### config.mk
export PLATFORM = sky130hd
export DESIGN_NAME = rr_mux_arbiter
export DESIGN_NICKNAME = d
export VERILOG_FILES = /design/src/rtl/mux_ctrl_pkg.sv /design/src/rtl/rr_pick.sv /design/src/rtl/rr_mux_arbiter.sv
export SDC_FILE = /design/constraint.sdc
export NUM_CORES = 1
export LEC_CHECK = 0
export CORE_MARGIN = 3
export CORE_UTILIZATION = 51
export CTS_CLUSTER_SIZE = 8
export DETAILED_ROUTE_END_ITERATION = 16
export PLACE_DENSITY = 0.78
export RECOVER_POWER = 100
export SYNTH_ARGS = -nofsm -noshare
export SYNTH_HDL_FRONTEND = slang
export SYNTH_SLANG_ARGS = --single-unit
### constraint.sdc
create_clock -name clk -period 4.4 [get_ports clk]
set_clock_uncertainty 0.2 [all_clocks]
set_input_delay 0.44 -clock clk [delete_from_list [all_inputs] [get_ports clk]]
set_output_delay 0.44 -clock clk [all_outputs]
set_load 0.03 [all_outputs]
### src/rtl/mux_ctrl_pkg.sv
`default_nettype none
// +----------------------------------------------------------------------------+
// | Package     : mux_ctrl_pkg                                                 |
// | Description : Shared constants and FSM state encoding for the round-robin  |
// |               arbiter and the 16:1 bit mux it controls.                    |
// |               MUX_N     - number of mux inputs / requesters                |
// |               MUX_SEL_W - mux select width                                 |
// |               state_t   - arbiter FSM states (ST_IDLE=0, ST_GRANT=1)       |
// | Revision    : 1.0  initial release                                         |
// +----------------------------------------------------------------------------+
package mux_ctrl_pkg;

  localparam int MUX_N     = 16;
  localparam int MUX_SEL_W = 4;

  typedef enum logic [0:0] {
    ST_IDLE  = 1'b0,
    ST_GRANT = 1'b1
  } state_t;

endpackage
`default_nettype wire

### src/rtl/rr_pick.sv
`default_nettype none
// +----------------------------------------------------------------------------+
// | Module      : rr_pick                                                      |
// | Description : Combinational round-robin picker. Returns the first set bit  |
// |               of req scanning ptr, ptr+1, ..., 15, 0, ..., ptr-1.          |
// |   req    in  16  request vector                                            |
// |   ptr    in   4  highest-priority index                                    |
// |   idx    out  4  chosen requester (valid only when found=1)                |
// |   found  out  1  at least one request is set                               |
// | Revision    : 1.0  initial release                                         |
// +----------------------------------------------------------------------------+
module rr_pick
  import mux_ctrl_pkg::*;
(
  input  logic [MUX_N-1:0]     req,
  input  logic [MUX_SEL_W-1:0] ptr,
  output logic [MUX_SEL_W-1:0] idx,
  output logic                 found
);

  logic [MUX_N-1:0]     req_rot;
  logic [MUX_SEL_W-1:0] off;

  always_comb begin
    // Rotating right by ptr puts requester ptr at bit 0, so the lowest set bit
    // of req_rot is the round-robin winner's offset from ptr.
    req_rot = MUX_N'({req, req} >> ptr);
    off     = '0;
    // Scan downward so the last hit (lowest index) wins.
    for (int i = MUX_N - 1; i >= 0; i--) begin
      if (req_rot[i]) begin
        off = MUX_SEL_W'(i);
      end
    end
    found = |req;
    // Adding ptr back wraps naturally in the 4-bit result.
    idx   = off + ptr;
  end

endmodule
`default_nettype wire

### src/rtl/rr_mux_arbiter.sv
`default_nettype none
// +----------------------------------------------------------------------------+
// | Module      : rr_mux_arbiter                                               |
// | Description : Round-robin arbiter sharing a 16:1 bit mux among 16          |
// |               requesters. A grant is held until done, until the granted    |
// |               request drops, or until MAX_HOLD cycles have elapsed.        |
// |   clk    in   1  rising-edge clock                                         |
// |   rst_n  in   1  asynchronous reset, active low                            |
// |   en     in   1  enables new grants (an active grant always completes)     |
// |   req    in  16  request vector                                            |
// |   done   in   1  consumer finished, releases the current grant             |
// |   sel    out  4  mux select, stable for the whole grant                    |
// |   grant  out 16  one-hot grant, bit sel set while valid                    |
// |   valid  out  1  sel/grant meaningful                                      |
// |   ptr    out  4  round-robin pointer (next highest-priority index)         |
// | Revision    : 1.0  initial release                                         |
// +----------------------------------------------------------------------------+
module rr_mux_arbiter
  import mux_ctrl_pkg::*;
#(
  parameter int MAX_HOLD = 8
) (
  input  logic                 clk,
  input  logic                 rst_n,
  input  logic                 en,
  input  logic [MUX_N-1:0]     req,
  input  logic                 done,
  output logic [MUX_SEL_W-1:0] sel,
  output logic [MUX_N-1:0]     grant,
  output logic                 valid,
  output logic [MUX_SEL_W-1:0] ptr
);

  localparam int N_REQ  = MUX_N;
  localparam int SEL_W  = MUX_SEL_W;
  localparam int HOLD_W = $clog2(MAX_HOLD) + 1;

  localparam logic [HOLD_W-1:0] HOLD_LAST = HOLD_W'(MAX_HOLD - 1);
  localparam logic [HOLD_W-1:0] HOLD_SAT  = '1;

  state_t             state_q, state_d;
  logic [SEL_W-1:0]   sel_q, sel_d;
  logic [N_REQ-1:0]   grant_q, grant_d;
  logic               valid_q, valid_d;
  logic [SEL_W-1:0]   ptr_q, ptr_d;
  logic [HOLD_W-1:0]  hold_q, hold_d;

  logic [SEL_W-1:0]   pick_idx;
  logic               pick_found;
  logic               rel;

  rr_pick u_pick (
    .req   (req),
    .ptr   (ptr_q),
    .idx   (pick_idx),
    .found (pick_found)
  );

  always_comb begin
    state_d = state_q;
    sel_d   = sel_q;
    grant_d = grant_q;
    valid_d = valid_q;
    ptr_d   = ptr_q;
    hold_d  = hold_q;
    // Any release cause collapses into one release, hence one ptr advance.
    rel     = done || !req[sel_q] || (hold_q == HOLD_LAST);

    case (state_q)
      ST_IDLE: begin
        if (en && pick_found) begin
          state_d = ST_GRANT;
          sel_d   = pick_idx;
          grant_d = N_REQ'(1) << pick_idx;
          valid_d = 1'b1;
          hold_d  = '0;
        end
      end
      ST_GRANT: begin
        if (rel) begin
          // sel keeps its last value; only valid/grant drop.
          state_d = ST_IDLE;
          grant_d = '0;
          valid_d = 1'b0;
          ptr_d   = sel_q + SEL_W'(1);
        end else if (hold_q != HOLD_SAT) begin
          hold_d  = hold_q + HOLD_W'(1);
        end
      end
      default: begin
        state_d = ST_IDLE;
        grant_d = '0;
        valid_d = 1'b0;
      end
    endcase
  end

  always_ff @(posedge clk or negedge rst_n) begin
    if (!rst_n) begin
      state_q <= ST_IDLE;
      sel_q   <= '0;
      grant_q <= '0;
      valid_q <= 1'b0;
      ptr_q   <= '0;
      hold_q  <= '0;
    end else begin
      state_q <= state_d;
      sel_q   <= sel_d;
      grant_q <= grant_d;
      valid_q <= valid_d;
      ptr_q   <= ptr_d;
      hold_q  <= hold_d;
    end
  end

  assign sel   = sel_q;
  assign grant = grant_q;
  assign valid = valid_q;
  assign ptr   = ptr_q;

endmodule
`default_nettype wire
==> results <==
- In this run the worst path has a maximum fanout of 11.
- The area of all placed cells without fillers is roughly 0.0044 mm².
- The floorplan step defined a die boundary enclosing 0.00743 mm².
- For the worst setup path, the data required time is 4.40 ns.
- In this run the cell area measured after placement is 0.00413 mm².
- The cell taking the most area after synthesis is dfrtp_1.
- The type of the worst min-delay path is reg2reg.
- After synthesis, the share of flip-flops with an asynchronous set or reset is 100%.
- The total overflow reported by the global router is 0.
- Static timing analysis puts the maximum clock frequency at 234 MHz.
- After detailed routing, the number of remaining DRC violations is 0.
- The routability congestion estimate from global placement is 0.873.
- Sorting the synthesized cells by area gives the leading types as dfrtp_1 (23%), mux4_1 (9.6%), mux4_2 (7.6%), nand2_1 (6.3%), mux2_2 (5.1%).
- STA puts the critical path data arrival time at between 4 and 5 ns.
- The checks that failed: capacitance limit, slew limit.
- STA classifies the critical path endpoint as a register.
- The number of distinct library cells after synthesis is 57.
- The number of inserted diodes is 0.
- The number of H-tree levels is 2.
- The core area is 0.00606 mm².
- Dividing the detail-routed via count by the number of cells gives 6.52.
- The all-layer global routing usage is 25.7%.
- The worst setup path is launched from a primary input.
- The number of placed instances, taps included is 496.
- The post-route netlist has approximately a third of its cells at a drive strength greater than 1.
- Setup violations remaining at the end of the flow were counted as 0.
- In the synthesized netlist the dominant register cell turns out to be dfrtp_1.
- The area added between synthesis and finish is 33.6%.
- The total nets after synthesis is around 370.
- The sequential-to-total area share from yosys stat is roughly 23%.
- After technology mapping, the gate count stands at 340.
- The post-synthesis instance area is approximately 0.0033 mm².
- The worst slew margin relative to its limit is -10.5%.
- The total iterations of the first detailed-routing run is 7.
- The number of buffers created by CTS is 5.
- The finished layout holds 511 standard cells, fillers aside.
- For the pin with the worst max-slew slack, the measured transition is 1.66 ns.
- In the finished design, the share of the clock period the worst path needs comes to 97.1%.
- The quantity of I/O buffers inserted on ports is 44.
- Max-cap violations in this run came to 1.
- The source-to-sink clock delay at the later pin of the worst-skew pair is approximately 0.28 ns.
- Hold repair after CTS inserted 0 buffers.
- The worst-case reg-to-reg path depth is 15.
- The worst register-to-register path has a setup slack of 0.14 ns.
- The clock passes through at most 2 buffers.
- The average size of a mapped cell is between 9 and 10 µm².
- The number of flops mapped to enable cells by yosys is 0.
- Once the floorplan was initialized, standard cells occupied between 50 and 60% of the core.
- The flow ran to the end, but the final reports show violations.
- The number of hold violations in the final report is 0.
- The total count of max-transition violations in the final report is 31.
- The area fraction of the dominant cell type after synthesis is 22.9%.
- For this run, the post-layout net count is 461.
- For this run, the number of Yosys warnings is 0.
- The TritonCTS clock tree is done.
- The number of flip-flops and latches in the synthesized netlist is 30.
- The clock period minus worst slack is 4.27 ns.
- Counting every sink on the clock net gives 30.
- Along the worst hold path, the cell count comes to 2.
- The floorplan die height is 86.2 µm.
- The DRC violation total after the first TritonRoute iteration is 330.
- The detail route stage leaves a number of antenna-violating nets equal to 0.
- The placed wire-length estimate after detailed placement is 6970 µm.
- After floorplanning, the core was divided into 28 placement rows.
- The tree is rooted in a clkbuf_8.
- Entering global routing, the biggest net connects 31 pins.
- The routed wire length is 9490 µm.
- In this run the count of I/O pins placed on the die edge is 45.
- From left edge to right edge, the die measures between 80 and 90 µm.
- The first global-routing pass estimated 15,500 µm of wire.
- After detailed routing, the average wire length per cell comes to 18.6 µm.
- The worst setup path is of the in2reg kind.
- The number of antenna violations at the first check in global routing is 0.
- The total via count after detailed routing is 3,334.
- The via count of the first global-routing pass is 3,183.
- After clock tree synthesis, the clock-pin slew on the worst setup and hold paths is approximately 0.070 ns.
[worst max-delay path: stages]
cell,delay (ns)
clkdlybuf4s50_1,0.48
buf_4,0.19
mux4_2,0.48
a222oi_1,0.26
buf_4,0.18
nand4_1,0.12
a211oi_1,0.25
o311ai_1,0.13
a31o_2,0.24
fa_2,0.39
xnor2_2,0.23
nand2_2,0.22
nor3_1,0.34
nand2_1,0.12
o211ai_1,0.19
[stage by stage]
step | TNS, ns | util, % | hold slack, ns | setup slack (ns)
final | 0 | 72.3 | 0.281 | 0.129
after global routing | -0.0571 | 72.3 | 0.315 | -0.0571
after detailed placement | -5.23 | 68.1 | 0.270 | -0.453
after global placement | -4.15 | 68.1 | 0.272 | -0.393
after CTS | 0 | 70.8 | 0.290 | 0.0120
after floorplan | 0 | - | -0.0556 | 0.0751
[worst paths after layout]
| kind | start | to |
|---|---|---|
| min in group asynchronous | rst_n | grant[0] |
| setup reg to reg | ptr[0] | grant[12] |
| setup / recovery | req[4] | grant[6] |
| max in group asynchronous | rst_n | ptr[3] |
| hold reg to reg | grant[3] | grant[3] |
| hold / removal | grant[3] | grant[3] |
[registers in the layout, indices dropped and copies added (netlist names)]
signal	flops
valid	1
sel	4
ptr	4
hold_q	4
state_q	1
grant	16
[cells in the mapped netlist, drive strengths merged, types with 11 or more instances]
master	count
buf	15
clkbuf	13
dfrtp	30
inv	11
mux2	16
mux2i	15
mux4	23
nand2	55
nor2	16
nor3	11
o2111ai	17
o211ai	16
o21ai	11
[cell type report]
class	instances	area, µm²
inverters	11	41.3
clock inverters	3	40.0
multi-input cells	271	2400
flip-flops and latches	30	753
well taps	75	93.8
fillers	472	1680
clock buffers	5	68.8
repair buffers	116	985
[cells in the final DEF, fill, tap and decap left out, types with 7 or more instances in the layout]
cell type / netlist / layout
dlygate4sd3_1: 0 / 26
mux4_2: 11 / 15
nor2_1: 16 / 15
mux4_1: 12 / 8
o21ai_0: 11 / 11
mux2_2: 15 / 15
nand3_1: 8 / 8
o211ai_2: 10 / 10
nand2_1: 55 / 54
nor3_1: 11 / 7
nor4_1: 10 / 7
o2111ai_1: 17 / 17
clkdlybuf4s50_1: 0 / 17
buf_4: 0 / 68
mux2i_1: 15 / 12
inv_1: 10 / 10
dfrtp_1: 30 / 28
[kinds of logic (layout without fill, tap and decap cells)]
kind of cell | count (synthesis) | after routing | share of synthesized area, %
simple gates | 128 | 128 | 18.7
compound gates | 77 | 77 | 20.1
mux | 54 | 54 | 27.3
buf+inv | 39 | 135 | 6.87
flops | 30 | 30 | 22.9
fa+ha+maj | 6 | 6 | 2.52
xor+xnor | 6 | 6 | 1.60
[routing by layer]
| layer | track usage [%] | wire length, µm | share of wire, % |
|---|---|---|---|
| met1 | 34.2 | 3970 | 42 |
| met2 | 44.6 | 4820 | 51 |
| met3 | 4.37 | 588 | 6.2 |
| met4 | 4.82 | 116 | 1.2 |
| met5 | 0 | 0 | 0 |
[what timing repair did]
item | CTS | global route
endpoints found under the setup margin | 10 | 17
pin swaps | 0 | 4
resized for setup | 4 | 24
setup buffers | 3 | 4
Power is not shown: default switching activity piles up to over one toggle a cycle in this logic, so the estimate is an artifact.
==> patch, RTL diff (same flow settings) <==
Reset style: synchronous (`rst_n`), changed in one clocked block. Comments in the files are not updated.
--- a/src/rtl/rr_mux_arbiter.sv
+++ b/src/rtl/rr_mux_arbiter.sv
@@ -96,5 +96,5 @@
   end
 
-  always_ff @(posedge clk or negedge rst_n) begin
+  always_ff @(posedge clk) begin
     if (!rst_n) begin
       state_q <= ST_IDLE;
Check against the original RTL: differs if rst_n is asserted again (counterexample within 4 cycles, from zero or initial values and one cycle with rst_n low); with rst_n held inactive, the same outputs for 10 cycles.
==> patch against the original RTL <==
Maximum frequency is 2.7% lower; area after synthesis is 12% lower; sequential cell count stayed put; die area is 11% lower; setup slack worse by 0.12 ns; global-route usage is 2.1 points higher; sequential share of layout area is 2.6 points lower; wire length is 4.6% lower; final area is 4.9% lower.
Power is left out: it rests on default switching activity, and per cell area and clock period it moved more than threefold.
==> patch: results (changes against the original RTL) <==
| Metric | Value |
|---|---|
| Detailed Route WL | `9.06 mm (-4.6%)` |
| Initial DRC Count | `410 (+24%)` |
| Commonest cells post-synth | `30 x dfxtp_1, 21 x nand2_1, 21 x nor2_1` |
| Layout Nets | `459 (-0.43%)` |
| GR Util met2 | `0.447 (+0.00138)` |
| Largest net degree at the start of global routing | `20 (-35%)` |
| Slowest stage cell on the critical path | `mux4_2` |
| Worst setup EP type | `flop` |
| Largest cells by area after synthesis | `dfxtp_1 21%, mux4_2 16%, mux2i_1 4.8%, nor3_1 2.9%, a221o_1 2.8%` |
| First-pass GRT wire length | `14.4 mm (-7.1%)` |
| Crit path max fanout | `3 (-8)` |
| Yosys warnings | `0 (unchanged)` |
| Worst EP arrival | `4.42 ns (+0.15 ns)` |
| Later-pin clock latency in the skew report | `between 0.2 and 0.3 ns` |
| Dpl hpwl | `6.67 mm (-4.3%)` |
| Register-to-Register Path Depth | `15 (unchanged)` |
| Seq/Total Area, Yosys | `0.208 (-0.0212)` |
| Total CTS buffers | `5 (unchanged)` |
| Critical path startpoint | `req[5]` |
| GP Congestion | `0.927 (+6.1%)` |
| Drt pass-1 iters | `5 (-2)` |
| Delay-heaviest family, CP | `simple AND/OR/NAND/NOR gates` |
| WL met2 | `4.35 mm (-9.6%)` |
| Placed inst area | `3880 um2 (-6.0%)` |
| Synth unique cells | `60 (+5.3%)` |
| Diode count | `0 (unchanged)` |
| H-Tree Depth | `2 (unchanged)` |
| Tightest Pin Transition | `1.08 ns (-0.576 ns)` |
| Fraction of layout cells with a size suffix above 1 | `0.357 (+0.0200)` |
| Global routing's busiest layer | `met2` |
| Met1 Use GR | `0.391 (+0.0488)` |
| Vias per cell | `6.44 (-1.3%)` |
| DR top layer | `met4` |
| Worst Hold Class | `reg -> reg` |
| Worst r2r src | `ptr[1]` |
| CP peak stage delay | `0.56 ns (+0.08 ns)` |
| Reg clk slew, reported paths | `0.07 ns (about the same)` |
| Final antenna-violating net count | `0 (unchanged)` |
| CTS Buffer Depth | `2 (unchanged)` |
| Status | `completed` |
| Net Count, Synth | `346 (-5.5%)` |
| Clock Tree Root | `clkbuf_8` |
| Port buffer count | `44 (unchanged)` |
| Met3 WL | `633 um (+7.7%)` |
| Initial antenna violation count | `0 (unchanged)` |
| Met3 global-route usage | `0.0499 (+0.00616)` |
| Vias in the first global route | `2991 (-6.0%)` |
| DRT met1 WL | `3.97 mm (about the same)` |
| FFs w/ async S/R, synth | `0 (-1.00)` |
| Flop2flop setup slack | `0.02 ns (-0.12 ns)` |
| Largest register FFs | `16 (unchanged)` |
| All-layer global routing usage | `0.278 (+0.0208)` |
| FF-to-FF End | `grant[2]` |
patch: what timing repair did:
item | in CTS | in global routing
endpoints found under the setup margin | 9 | 17
pin swaps | 0 | 7
gates resized for setup | 17 | 35
buffers inserted | 0 | 6
patch: cell type report:
type	instances	area, um2
fill	361	1130
inverter	10	37.5
timing repair buffer	127	1070
clock buffer	8	110
multi-input combinational	259	2260
sequential	30	607
tap	70	87.6
patch: logic make-up after synthesis:
logic type	count (synthesis)	share of synthesized area
AOI/OAI and AO/OA	91	0.241
buffers and inverters	31	0.0567
xor gates and xnor gates	6	0.0182
muxes	42	0.240
DFF	30	0.208
adders and majority gates	6	0.0285
and+or+nand+nor	114	0.207
patch: worst min-delay path: cells and delay by family (launching register included):
family,cells,cell delay [ns]
DFF,1,0.31
and+or+nand+nor,1,0.04
AOI/OAI and AO/OA,1,0.05
patch: worst min-delay path by stage:
stage | from | to | slack, ns | cells past startpoint
after floorplan | hold_q[2] | hold_q[2] | 0.26 | 2
after global placement | grant[8] | grant[8] | 0.24 | 2
after detailed placement | grant[8] | grant[8] | 0.24 | 2
after CTS | grant[8] | grant[8] | 0.25 | 2
after global routing | grant[10] | grant[10] | 0.28 | 2
final | grant[8] | grant[8] | 0.24 | 2
patch: stage by stage:
| step | TNS, ns | utilization | worst slack, ns | std cells |
|---|---|---|---|---|
| finish | 0 | 0.786 | 0.0127 | 504 |
| global route | -0.160 | 0.786 | -0.114 | 504 |
| CTS | 0 | 0.753 | 0.0437 | 498 |
| detailed placement | -4.80 | 0.732 | -0.445 | 490 |
| global placement | -4.05 | 0.732 | -0.396 | 490 |
| floorplan | 0 | - | 0.0170 | 320 |
